`config.mk`:
```
export PLATFORM = sky130hd
export DESIGN_NAME = load_align_seq
export DESIGN_NICKNAME = d
export VERILOG_FILES = /design/src/rtl/load_align_seq.sv
export SDC_FILE = /design/constraint.sdc
export NUM_CORES = 1
export LEC_CHECK = 0
export ABC_AREA = 1
export ABC_CLOCK_PERIOD_IN_PS = 1900
export CAP_MARGIN = 20
export CORE_UTILIZATION = 40
export CTS_BUF_LIST = sky130_fd_sc_hd__clkbuf_4 sky130_fd_sc_hd__clkbuf_8
export CTS_CLUSTER_DIAMETER = 80
export DETAILED_ROUTE_END_ITERATION = 10
export GPL_TIMING_DRIVEN = 1
export PLACE_DENSITY = 0.65
export SLEW_MARGIN = 20
export SYNTH_ARGS = -nofsm -noshare
export SYNTH_HDL_FRONTEND = slang
export SYNTH_SLANG_ARGS = --single-unit
```
`constraint.sdc`:
```
create_clock -name clk -period 1.9 [get_ports clk]
set_input_delay 0.38 -clock clk [delete_from_list [all_inputs] [get_ports clk]]
set_output_delay 0.38 -clock clk [all_outputs]
set_load 0.03 [all_outputs]
```
`src/rtl/load_align_seq.sv`:
```
// Load-return unit for the MEM stage.
// Accepts one load, issues one or two beat-aligned bus reads, then returns
// aligned and extended data plus per-byte GPR write enables to WB.
// Only one load is in flight at a time.
module load_align_seq #(
  parameter int DATA_W     = 32,
  parameter int ADDR_W     = 32,
  parameter bit UNALIGN_EN = 1'b0
) (
  input  logic              clk,
  input  logic              resetn,
  input  logic              req_valid,
  output logic              req_ready,
  input  logic [ADDR_W-1:0] req_addr,
  input  logic [6:0]        req_type,
  input  logic              req_wen,
  output logic              mem_req_valid,
  input  logic              mem_req_ready,
  output logic [ADDR_W-1:0] mem_addr,
  input  logic              mem_resp_valid,
  input  logic [DATA_W-1:0] mem_rdata,
  output logic              rsp_valid,
  input  logic              rsp_ready,
  output logic [31:0]       rsp_data,
  output logic [3:0]        rsp_byte_we,
  output logic              rsp_addr_err
);

  localparam int BYTES = DATA_W / 8;
  localparam int OFF_W = $clog2(BYTES);

  typedef enum logic [2:0] {IDLE, REQ0, WAIT0, REQ1, WAIT1, RESP} state_t;

  // req_type is one-hot {lb, lbu, lh, lhu, lw, lwl, lwr}
  state_t            state;
  logic [OFF_W-1:0]  offQ;
  logic [6:0]        typeQ;
  logic              wenQ;
  logic              splitQ;
  logic [DATA_W-1:0] beat0Q;

  logic              reqHalf;
  logic              reqWord;
  logic [OFF_W-1:0]  reqOff;
  logic              reqMisaligned;
  logic              reqSplit;

  logic [DATA_W-1:0]   beatLo;
  logic [DATA_W-1:0]   beatHi;
  logic [2*DATA_W-1:0] pairFull;
  logic [OFF_W+3:0]    winIdx;
  logic [OFF_W-1:0]    laneOff;
  logic [OFF_W+2:0]    laneIdx;
  logic [31:0]         win;
  logic [31:0]         laneWord;
  logic [1:0]          b;
  logic [31:0]         extData;
  logic [3:0]          extWe;

  assign reqHalf       = req_type[4] | req_type[3];
  assign reqWord       = req_type[2];
  assign reqOff        = req_addr[OFF_W-1:0];
  assign reqMisaligned = (reqHalf & req_addr[0]) | (reqWord & (req_addr[1:0] != 2'b00));
  assign reqSplit      = UNALIGN_EN &&
                         ((reqHalf && (int'(reqOff) + 2 > BYTES)) ||
                          (reqWord && (int'(reqOff) + 4 > BYTES)));

  // Build the result from the beat(s): sized loads read a 32-bit window of
  // {beat1,beat0} starting at the byte offset, LWL/LWR work on the 32-bit lane.
  always_comb begin
    beatLo   = (state == WAIT1) ? beat0Q : mem_rdata;
    beatHi   = (state == WAIT1) ? mem_rdata : '0;
    pairFull = {beatHi, beatLo};
    winIdx   = {1'b0, offQ, 3'b000};
    win      = pairFull[winIdx +: 32];
    laneOff  = offQ & ~OFF_W'(3);
    laneIdx  = {laneOff, 3'b000};
    laneWord = beatLo[laneIdx +: 32];
    b        = offQ[1:0];
    extData  = '0;
    extWe    = {4{wenQ}};
    if (typeQ[6]) begin
      extData = {{24{win[7]}}, win[7:0]};
    end else if (typeQ[5]) begin
      extData = {24'h0, win[7:0]};
    end else if (typeQ[4]) begin
      extData = {{16{win[15]}}, win[15:0]};
    end else if (typeQ[3]) begin
      extData = {16'h0, win[15:0]};
    end else if (typeQ[2]) begin
      extData = win;
    end else if (typeQ[1]) begin
      extData = laneWord << {~b, 3'b000};
      extWe   = {4{wenQ}} << ~b;
    end else if (typeQ[0]) begin
      extData = laneWord >> {b, 3'b000};
      extWe   = {4{wenQ}} >> b;
    end
  end

  // Control FSM with all handshake outputs and the result held in registers.
  always_ff @(posedge clk or negedge resetn) begin
    if (!resetn) begin
      state         <= IDLE;
      req_ready     <= 1'b1;
      mem_req_valid <= 1'b0;
      mem_addr      <= '0;
      rsp_valid     <= 1'b0;
      rsp_data      <= '0;
      rsp_byte_we   <= '0;
      rsp_addr_err  <= 1'b0;
      offQ          <= '0;
      typeQ         <= '0;
      wenQ          <= 1'b0;
      splitQ        <= 1'b0;
      beat0Q        <= '0;
    end else begin
      case (state)
        IDLE: begin
          if (req_valid && req_ready) begin
            req_ready <= 1'b0;
            offQ      <= reqOff;
            typeQ     <= req_type;
            wenQ      <= req_wen;
            splitQ    <= reqSplit;
            if (reqMisaligned && !UNALIGN_EN) begin
              state        <= RESP;
              rsp_valid    <= 1'b1;
              rsp_data     <= '0;
              rsp_byte_we  <= '0;
              rsp_addr_err <= 1'b1;
            end else begin
              state         <= REQ0;
              mem_req_valid <= 1'b1;
              mem_addr      <= req_addr & ~ADDR_W'(BYTES - 1);
            end
          end
        end
        REQ0: begin
          if (mem_req_ready) begin
            mem_req_valid <= 1'b0;
            state         <= WAIT0;
          end
        end
        WAIT0: begin
          if (mem_resp_valid) begin
            if (splitQ) begin
              beat0Q        <= mem_rdata;
              mem_req_valid <= 1'b1;
              mem_addr      <= mem_addr + ADDR_W'(BYTES);
              state         <= REQ1;
            end else begin
              rsp_valid    <= 1'b1;
              rsp_data     <= extData;
              rsp_byte_we  <= extWe;
              rsp_addr_err <= 1'b0;
              state        <= RESP;
            end
          end
        end
        REQ1: begin
          if (mem_req_ready) begin
            mem_req_valid <= 1'b0;
            state         <= WAIT1;
          end
        end
        WAIT1: begin
          if (mem_resp_valid) begin
            rsp_valid    <= 1'b1;
            rsp_data     <= extData;
            rsp_byte_we  <= extWe;
            rsp_addr_err <= 1'b0;
            state        <= RESP;
          end
        end
        RESP: begin
          if (rsp_ready) begin
            rsp_valid <= 1'b0;
            req_ready <= 1'b1;
            state     <= IDLE;
          end
        end
        default: state <= IDLE;
      endcase
    end
  end

endmodule
```
==> results.cfg, run 1 <==
[worst_setup_path]
cp.depth = 1
crit_path_end_kind = output pin
cpLargestDelayFamily = buffers and inverters
cpPeakStageDelay_ns = 0.71
start_kind = flip-flop
path_cells = clkdlybuf4s50_1
cp_slowest_cell = clkdlybuf4s50_1
r2r_cells = 12
arrival_ns = 1.48
critPathKind = flip-flop to output pin
required_ns = 1.52
path_buf_inv = 1
crit_fanout = 2

[global_routing]
antenna_found_initial = 0
grt.busiest_layer = met2
grtUsageMet3_pct = 4.26
grt_pass1_wl_microns = 29300
grt_pass1_vias = 5929
use_met1_pct = 33.2
met2_usage_pct = 49.6
grt_max_degree = 45
gr-total-overflow = 0
gr-usage-all-layers_pct = 28.6

[finish]
utilization_pct = 63.2
final_cells = 1161
layout.nets = 1062
drive_above_1_share_pct = 16.9
final_common_cell = nand2_1
layout_common_cells = nand2_1, clkdlybuf4s50_1, buf_4
syn_to_final_growth_pct = 52.9
stdcell_area_sq_mm = 0.00804
antennaDiodeCount = 0

[synthesis]
synthCells = 768
ys_ff_latch = 83
avgSynthCellArea_sq_um = 6.84
synth_flop_cell = dfrtp_1
ys_seq_area_share_pct = 39.5
ys_warn_count = 0
synth_edf_count = 0
synth.cell_area_sq_mm = 0.00526
ys_types = 35
synthArstFlopShare_pct = 100

[placed_design]
pre_cts_ws_ns = -0.327
dpl.hpwl_microns = 14600
io_buffers = 147
dpl_cell_area_sq_mm = 0.00753
place_congestion = 0.923
place_inst = 1136

[route]
wirelength_microns = 19200
wire_per_inst_microns = 16.6
drcViolationCount = 0
drtAntennaViolNets = 0
drt_iter0_drc = 296
viasPerCell = 5.25
dr.pass1.iters = 4
vias = 6092

[clock_tree]
clock_tree.buffer_depth = 2
clockRootBuffer = clkbuf_8
cts_sinks = 83
clk_pin_slew_ns = 0.10
insertion_delay_ns = 0.37
cts_buffers = 9
htree_levels = 3
cts_tree = yes

[sta]
tns_ns = 0
whs_ns = 0.416
grt_setup_unrepaired = yes
slew_headroom_pct = 64.0
clock.fmax_mhz = 538
fin_crit_sh_pct = 97.9
period_needed_ns = 1.86
setup_viol = 0
slew_viol_final = 0
skew_ns = 0.0165
hold_violations = 0
tightest_slew_ns = 0.540
final.setup.worst_slack_ns = 0.0403

[power_and_ir_drop]
power_density_mw_per_mm2 = 1760
p_leak_nw = 4.02
vdd_drop_max_mv = 1.16
power_mw = 14.1

[die]
num_io_pins = 150
core-area_sq_mm = 0.0127
die-area_sq_mm = 0.0136
die_height_microns = 117
initial_utilization_pct = 41.3
die_w_microns = 117
rows = 41

[job]
drv_cap = 0

[worst_hold_path]
hp-class = input port to flip-flop
min_path_cells = 4

[run_status]
status = finished clean
==> layout make-up <==
cell class / instances / area, sq um
clock buffer: 9 / 124
clock inverter: 7 / 128
fill: 1167 / 4680
inverter: 27 / 103
multi-input combinational: 616 / 2960
sequential: 83 / 2080
tap: 172 / 215
timing repair buffer: 247 / 2420
==> repair_timing <==
item                       in CTS  in global routing
pin swaps                       0                  9
hold endpoints to repair       29                  0
resized for setup               2                 41
setup endpoints to repair       9                 65
buffers inserted                0                  4
hold buffers                    1                  0
cloned                          0                  4
==> registers in the layout, indices dropped and copies added, names as in the netlist <==
name           cells
mem_addr          30
rsp_valid          1
typeQ              7
state              3
wenQ               1
rsp_data          32
req_ready          1
b                  2
rsp_byte_we        4
mem_req_valid      1
rsp_addr_err       1
==> synthesized netlist by cell type, types with 2 or more instances <==
library cell  count  area (sq um)
a21oi_1          25           125
a31oi_1           3          18.8
buf_1             3          11.3
buf_2            15          75.1
buf_4             4          30.0
buf_6             2          22.5
clkbuf_1         19          71.3
clkinv_1          6          22.5
dfrtp_1          82          2050
inv_1            16          60.1
inv_2             5          18.8
mux2_1           30           338
nand2_1         371          1390
nand2_2           2          12.5
nand3_1          77           385
nand4_1          15          93.8
nor2_1           37           139
nor2_4            2          22.5
nor3_1            3          15.0
o211ai_1          8          60.1
o21ai_0          27           135
o21ai_1           2          10.0
o22ai_1           2          12.5
==> cell families after synthesis <==
kind of cell | synth area share, %
AO/OA/AOI/OAI | 7.52
buffers and inverters | 5.93
multiplexers | 6.64
AND/OR/NAND/NOR | 40.3
other | 0.0713
flip-flops | 39.5
==> metal layers <==
metal	share of wire, %	up-vias
li1	-	2917
met1	40	2867
met2	49	242
met3	5.1	66
met4	5.4	0
met5	0	-
==> where the power goes <==
group | total [mW] | internal [mW] | switching (mW) | leakage, nW
combinational | 9.58 | 3.86 | 5.71 | 2.82
sequential | 2.91 | 2.46 | 0.455 | 1.07
clock | 1.64 | 0.897 | 0.747 | 0.127
total | 14.1 | 7.22 | 6.91 | 4.02
==> path summary, 6_finish.rpt <==
| check | start | end | slack, ns |
|---|---|---|---|
| setup / recovery | rsp_data[17]$_DFFE_PN0P_ | rsp_data[17] | 0.04 |
| hold / removal | req_addr[0] | b[0]$_DFFE_PN0P_ | 0.42 |
| setup reg to reg | state[1]$_DFFE_PN0P_ | rsp_data[15]$_DFFE_PN0P_ | 0.05 |
| hold reg to reg | rsp_data[0]$_DFFE_PN0P_ | rsp_data[0]$_DFFE_PN0P_ | 0.48 |
| max in group asynchronous | resetn | typeQ[6]$_DFFE_PN0P_ | 0.79 |
| min in group asynchronous | resetn | b[0]$_DFFE_PN0P_ | 0.53 |
Note: power is estimated with default switching activity, not from simulation.
==> run 2: changes to the inputs <==
--- a/config.mk
+++ b/config.mk
@@ -8,6 +8,7 @@
 export ABC_AREA = 1
 export ABC_CLOCK_PERIOD_IN_PS = 1900
 export CAP_MARGIN = 20
+export CORE_MARGIN = 2
 export CORE_UTILIZATION = 40
 export CTS_BUF_LIST = sky130_fd_sc_hd__clkbuf_4 sky130_fd_sc_hd__clkbuf_8
 export CTS_CLUSTER_DIAMETER = 80
==> results.cfg, run 2 (same netlist as run 1, synthesis figures left out) <==
[clock_tree]
cts_buffers = 9
clockRootBuffer = clkbuf_8
clk_pin_slew_ns = 0.09
clock_tree.buffer_depth = 2
cts_tree = yes
htree_levels = 3
insertion_delay_ns = 0.38
cts_sinks = 83

[route]
wirelength_microns = 19500
drcViolationCount = 0
vias = 6074
viasPerCell = 5.22
drtAntennaViolNets = 0
dr.pass1.iters = 7
wire_per_inst_microns = 16.7
drt_iter0_drc = 506

[finish]
syn_to_final_growth_pct = 55.4
largest_reg_flops = 32
top_regs = rsp_data (32), mem_addr (30), typeQ (7)
stdcell_area_sq_mm = 0.00817
layout_common_cells = nand2_1, clkdlybuf4s50_1, dfrtp_1, buf_4, nand3_1
layout.nets = 1065
final_common_cell = nand2_1
fillCellCount = 1149
top_register = rsp_data
antennaDiodeCount = 0
drive_above_1_share_pct = 17.7

[power_and_ir_drop]
vdd_drop_max_mv = 0.955
seq_power_share_pct = 20.2
p_sw_share_pct = 49.5
p_leak_nw = 4.09
p_comb_share_pct = 69.7
p_clk_share_pct = 10.0
net-switching-power_mw = 7.13
power_density_mw_per_mm2 = 1770
cellInternalPower_mw = 7.28
power_mw = 14.4

[global_routing]
grt_pass1_wl_microns = 30400
grt_pass1_vias = 6095
antenna_found_initial = 0
gr-usage-all-layers_pct = 27.2
gr-total-overflow = 0
grt_max_degree = 41

[worst_setup_path]
required_ns = 2.21
crit_path_end_kind = flip-flop
cpPeakStageDelay_ns = 0.43
crit_fanout = 6
path_common_cell = nand2_4
arrival_ns = 2.24
critPathKind = flip-flop to flip-flop
r2r_cells = 13
path_cells = buf_6 > buf_6 > nand3_4 > nand2_4 > nand2_4 > nand2_4 > nor3b_4 > nand2_2 > nor2_4 > buf_12 > clkbuf_16 > nand2_2 > nand2_1
start_kind = flip-flop
worst-r2r-setup-slack_ns = -0.02
cp_slowest_cell = dfrtp_1

[sta]
tns_ns = -0.0809
fin_crit_sh_pct = 101
final.setup.worst_slack_ns = -0.0232
whs_ns = 0.482
grt_setup_unrepaired = yes
skew_ns = 0.00992
slew_viol_final = 0
clock.fmax_mhz = 520
period_needed_ns = 1.92
setup_viol = 9
hold_violations = 0

[die]
num_io_pins = 150
die_height_microns = 119
die-area_sq_mm = 0.0141
initial_utilization_pct = 41.3
core-area_sq_mm = 0.0127
rows = 41
die_w_microns = 119

[worst_hold_path]
min_path_cells = 2
hp-class = flip-flop to flip-flop

[placed_design]
dpl.hpwl_microns = 14400
dpl_cell_area_sq_mm = 0.00754
io_buffers = 147
place_congestion = 0.961

[run_status]
status = complete, but fails checks
violations = setup timing

[job]
drv_cap = 0
run 2: power by group through the flow:
stage,registers (mW),logic (mW),clock network (mW)
5_1_grt,3.01,10.9,1.53
4_1_cts,2.89,9.27,1.47
6_report,2.92,10.1,1.45
3_3_place_gp,2.88,9.08,0
3_5_place_dp,2.91,9.16,0
2_1_floorplan,3.90,4.21,0
run 2: worst paths after layout:
kind / from / end
min in group asynchronous: resetn / state[0]$_DFFE_PN0P_
max in group asynchronous: resetn / mem_addr[5]$_DFFE_PN0P_
min reg2reg: rsp_data[27]$_DFFE_PN0P_ / rsp_data[27]$_DFFE_PN0P_
max: state[1]$_DFFE_PN0P_ / rsp_data[26]$_DFFE_PN0P_
min: rsp_data[27]$_DFFE_PN0P_ / rsp_data[27]$_DFFE_PN0P_
max reg2reg: state[1]$_DFFE_PN0P_ / rsp_data[26]$_DFFE_PN0P_
run 2: worst max-delay path, delay by kind of cell, from the launching register on:
kind	cells	cell delay (ns)
simple gates	9	0.90
buf+inv	4	0.53
flops	1	0.43
run 2: final cells by class:
class                   count  area (sq um)  area share (%)
multi-input cells         616          3040            37.2
inverters                  27           106            1.30
repair buffers            250          2500            30.7
flip-flops and latches     83          2080            25.5
clock inverters             7          98.8            1.21
clock buffers               9           124            1.52
well taps                 172           215            2.64
run 2: metrics by stage:
step	utilization, %	worst slack (ns)	cells
after detailed placement	59.2	-0.261	1132
after floorplan	-	0.140	769
after global placement	59.2	-0.188	1132
final	64.2	-0.0232	1164
after global routing	64.2	-0.0849	1164
after CTS	61.3	0.0177	1151
run 2: per-layer routing:
| metal | GRT usage [%] | vias to the layer above | routed length, microns |
|---|---|---|---|
| met4 | 15.2 | 0 | 957 |
| met3 | 4.30 | 66 | 1150 |
| li1 | - | 2926 | - |
| met2 | 46.5 | 251 | 9360 |
| met1 | 32.6 | 2831 | 8000 |
| met5 | 0 | - | 0 |
run 2: what timing repair did:
item | in CTS | in global routing
hold buffers | 1 | 0
buffers inserted | 2 | 8
gates cloned | 0 | 5
gates resized for setup | 8 | 51
endpoints found under the setup margin | 51 | 66
pin swaps | 2 | 20
endpoints found under the hold margin | 24 | 0
==> run 3: changes to the inputs <==
--- a/config.mk
+++ b/config.mk
@@ -11,7 +11,6 @@
 export CORE_MARGIN = 2
 export CORE_UTILIZATION = 40
 export CTS_BUF_LIST = sky130_fd_sc_hd__clkbuf_4 sky130_fd_sc_hd__clkbuf_8
-export CTS_CLUSTER_DIAMETER = 80
 export DETAILED_ROUTE_END_ITERATION = 10
 export GPL_TIMING_DRIVEN = 1
 export PLACE_DENSITY = 0.65
==> constraint.sdc (replaced) <==
create_clock -name clk -period 1.9 [get_ports clk]
set_input_delay 0.38 -clock clk [delete_from_list [all_inputs] [get_ports clk]]
set_output_delay 0.38 -clock clk [all_outputs]
set_load 0.02 [all_outputs]
==> results.cfg, run 3 (same netlist as run 1, synthesis figures left out) <==
[clock_tree]
clock_tree.buffer_depth = 2
insertion_delay_ns = 0.37
cts_buffers = 9
clk_pin_slew_ns = 0.09
cts_tree = yes
htree_levels = 3
clockRootBuffer = clkbuf_8
cts_sinks = 83

[global_routing]
antenna_found_initial = 0
grt_pass1_wl_microns = 30300
grt_pass1_vias = 6094
gr-usage-all-layers_pct = 27.1
gr-total-overflow = 0
grt_max_degree = 41

[sta]
hold_violations = 0
final.setup.worst_slack_ns = -0.0394
slew_viol_final = 0
fin_crit_sh_pct = 102
clock.fmax_mhz = 516
skew_ns = 0.00923
setup_viol = 7
whs_ns = 0.482
period_needed_ns = 1.94
grt_setup_unrepaired = yes
tns_ns = -0.0721

[finish]
syn_to_final_growth_pct = 54.7
top_regs = rsp_data (32), mem_addr (30), typeQ (7)
largest_reg_flops = 32
stdcell_area_sq_mm = 0.00813
drive_above_1_share_pct = 17.6
layout.nets = 1063
fillCellCount = 1153
final_cells = 1162
antennaDiodeCount = 0
final_common_cell = nand2_1
layout_common_cells = nand2_1, clkdlybuf4s50_1, dfrtp_1
top_register = rsp_data

[job]
drv_cap = 0

[power_and_ir_drop]
power_mw = 13.8
power_density_mw_per_mm2 = 1700
p_leak_nw = 4.08
vdd_drop_max_mv = 0.913

[route]
drtAntennaViolNets = 0
drcViolationCount = 0
wire_per_inst_microns = 16.5
dr.pass1.iters = 5
viasPerCell = 5.19
drt_iter0_drc = 456
vias = 6035
wirelength_microns = 19200

[die]
core-area_sq_mm = 0.0127
die_w_microns = 119
die-area_sq_mm = 0.0141
num_io_pins = 150
die_height_microns = 119
rows = 41
initial_utilization_pct = 41.3

[worst_hold_path]
min_from = rsp_data[27]$_DFFE_PN0P_
hp-class = flip-flop to flip-flop
hold_end = rsp_data[27]$_DFFE_PN0P_
min_path_cells = 2

[worst_setup_path]
start_kind = flip-flop
r2r_cells = 13
crit_fanout = 8
crit_path_end_kind = flip-flop
required_ns = 2.21
critPathKind = flip-flop to flip-flop
cp_slowest_cell = dfrtp_1
arrival_ns = 2.25
worst-r2r-setup-slack_ns = -0.04
path_cells = nor2_4 > buf_4 > nand3_1 > nor2_1 > buf_4 > a21oi_1 > nand2_1 > nand2_1 > nand2_1 > nand2_1 > nand2_1 > nand2_1 > nand2_1
regToRegStartpoint = state[0]$_DFFE_PN0P_
cpPeakStageDelay_ns = 0.44
path_common_cell = nand2_1
reg2reg_to = rsp_data[21]$_DFFE_PN0P_

[run_status]
status = complete, but fails checks
violations = setup timing

[placed_design]
dpl.hpwl_microns = 14400
dpl_cell_area_sq_mm = 0.00754
io_buffers = 147
place_congestion = 0.961
place_inst = 1132
[run 3: cell count changes in the layout (fill, tap and decap cells not counted), sizes merged]
cell / change
clkbuf: -1
buf: -1
[run 3: worst max path at each step]
stage | startpoint | end | cells past startpoint
2_1_floorplan | state[1]$_DFFE_PN0P_ | mem_addr[10]$_DFFE_PN0P_ | 9
3_3_place_gp | req_addr[0] | rsp_byte_we[2]$_DFFE_PN0P_ | 9
3_5_place_dp | req_addr[0] | rsp_byte_we[2]$_DFFE_PN0P_ | 9
4_1_cts | typeQ[2]$_DFFE_PN0P_ | rsp_data[21]$_DFFE_PN0P_ | 13
5_1_grt | state[0]$_DFFE_PN0P_ | rsp_data[21]$_DFFE_PN0P_ | 14
6_report | state[0]$_DFFE_PN0P_ | rsp_data[21]$_DFFE_PN0P_ | 13
[run 3: area by class of cell]
class | instances | area [sq um] | share of cell area, %
Multi-Input combinational cell | 616 | 3040 | 37.4
Clock buffer | 9 | 124 | 1.52
Tap cell | 172 | 215 | 2.65
Timing Repair Buffer | 248 | 2470 | 30.4
Clock inverter | 7 | 98.8 | 1.22
Inverter | 27 | 104 | 1.28
Sequential cell | 83 | 2080 | 25.6
[run 3: timing repair]
action / CTS / global route
endpoints found under the setup margin: 51 / 66
hold buffers: 1 / 0
gates cloned: 0 / 4
pin swaps: 1 / 21
buffers inserted: 1 / 8
resized for setup: 8 / 49
endpoints found under the hold margin: 24 / 0
[run 3: worst max-delay path: cells and delay by family (launching register included)]
family	cells	cell delay, ns
and+or+nand+nor	10	0.98
DFF	1	0.44
AOI/OAI and AO/OA	1	0.06
buffers and inverters	2	0.38
[run 3: layer usage]
metal  track usage, %  part of all wire (%)  vias to the layer above
met4             15.0                   4.9                        0
met2             46.4                    49                      227
met1             32.4                    41                     2821
met5                0                     0                        -
met3             4.30                   5.5                       60
li1                 -                     -                     2927
[run 3: power by group]
part	internal [mW]	switching [mW]	leakage (nW)
Combinational	3.99	5.48	2.89
Sequential	2.45	0.462	1.08
Clock	0.751	0.691	0.111
Total	7.19	6.63	4.08
[run 3: through the flow]
stage	util [%]	setup slack, ns
finish	63.9	-0.0394
global route	63.9	-0.103
CTS	61.3	0.0204
detailed placement	59.2	-0.261
global placement	59.2	-0.188
floorplan	-	0.140
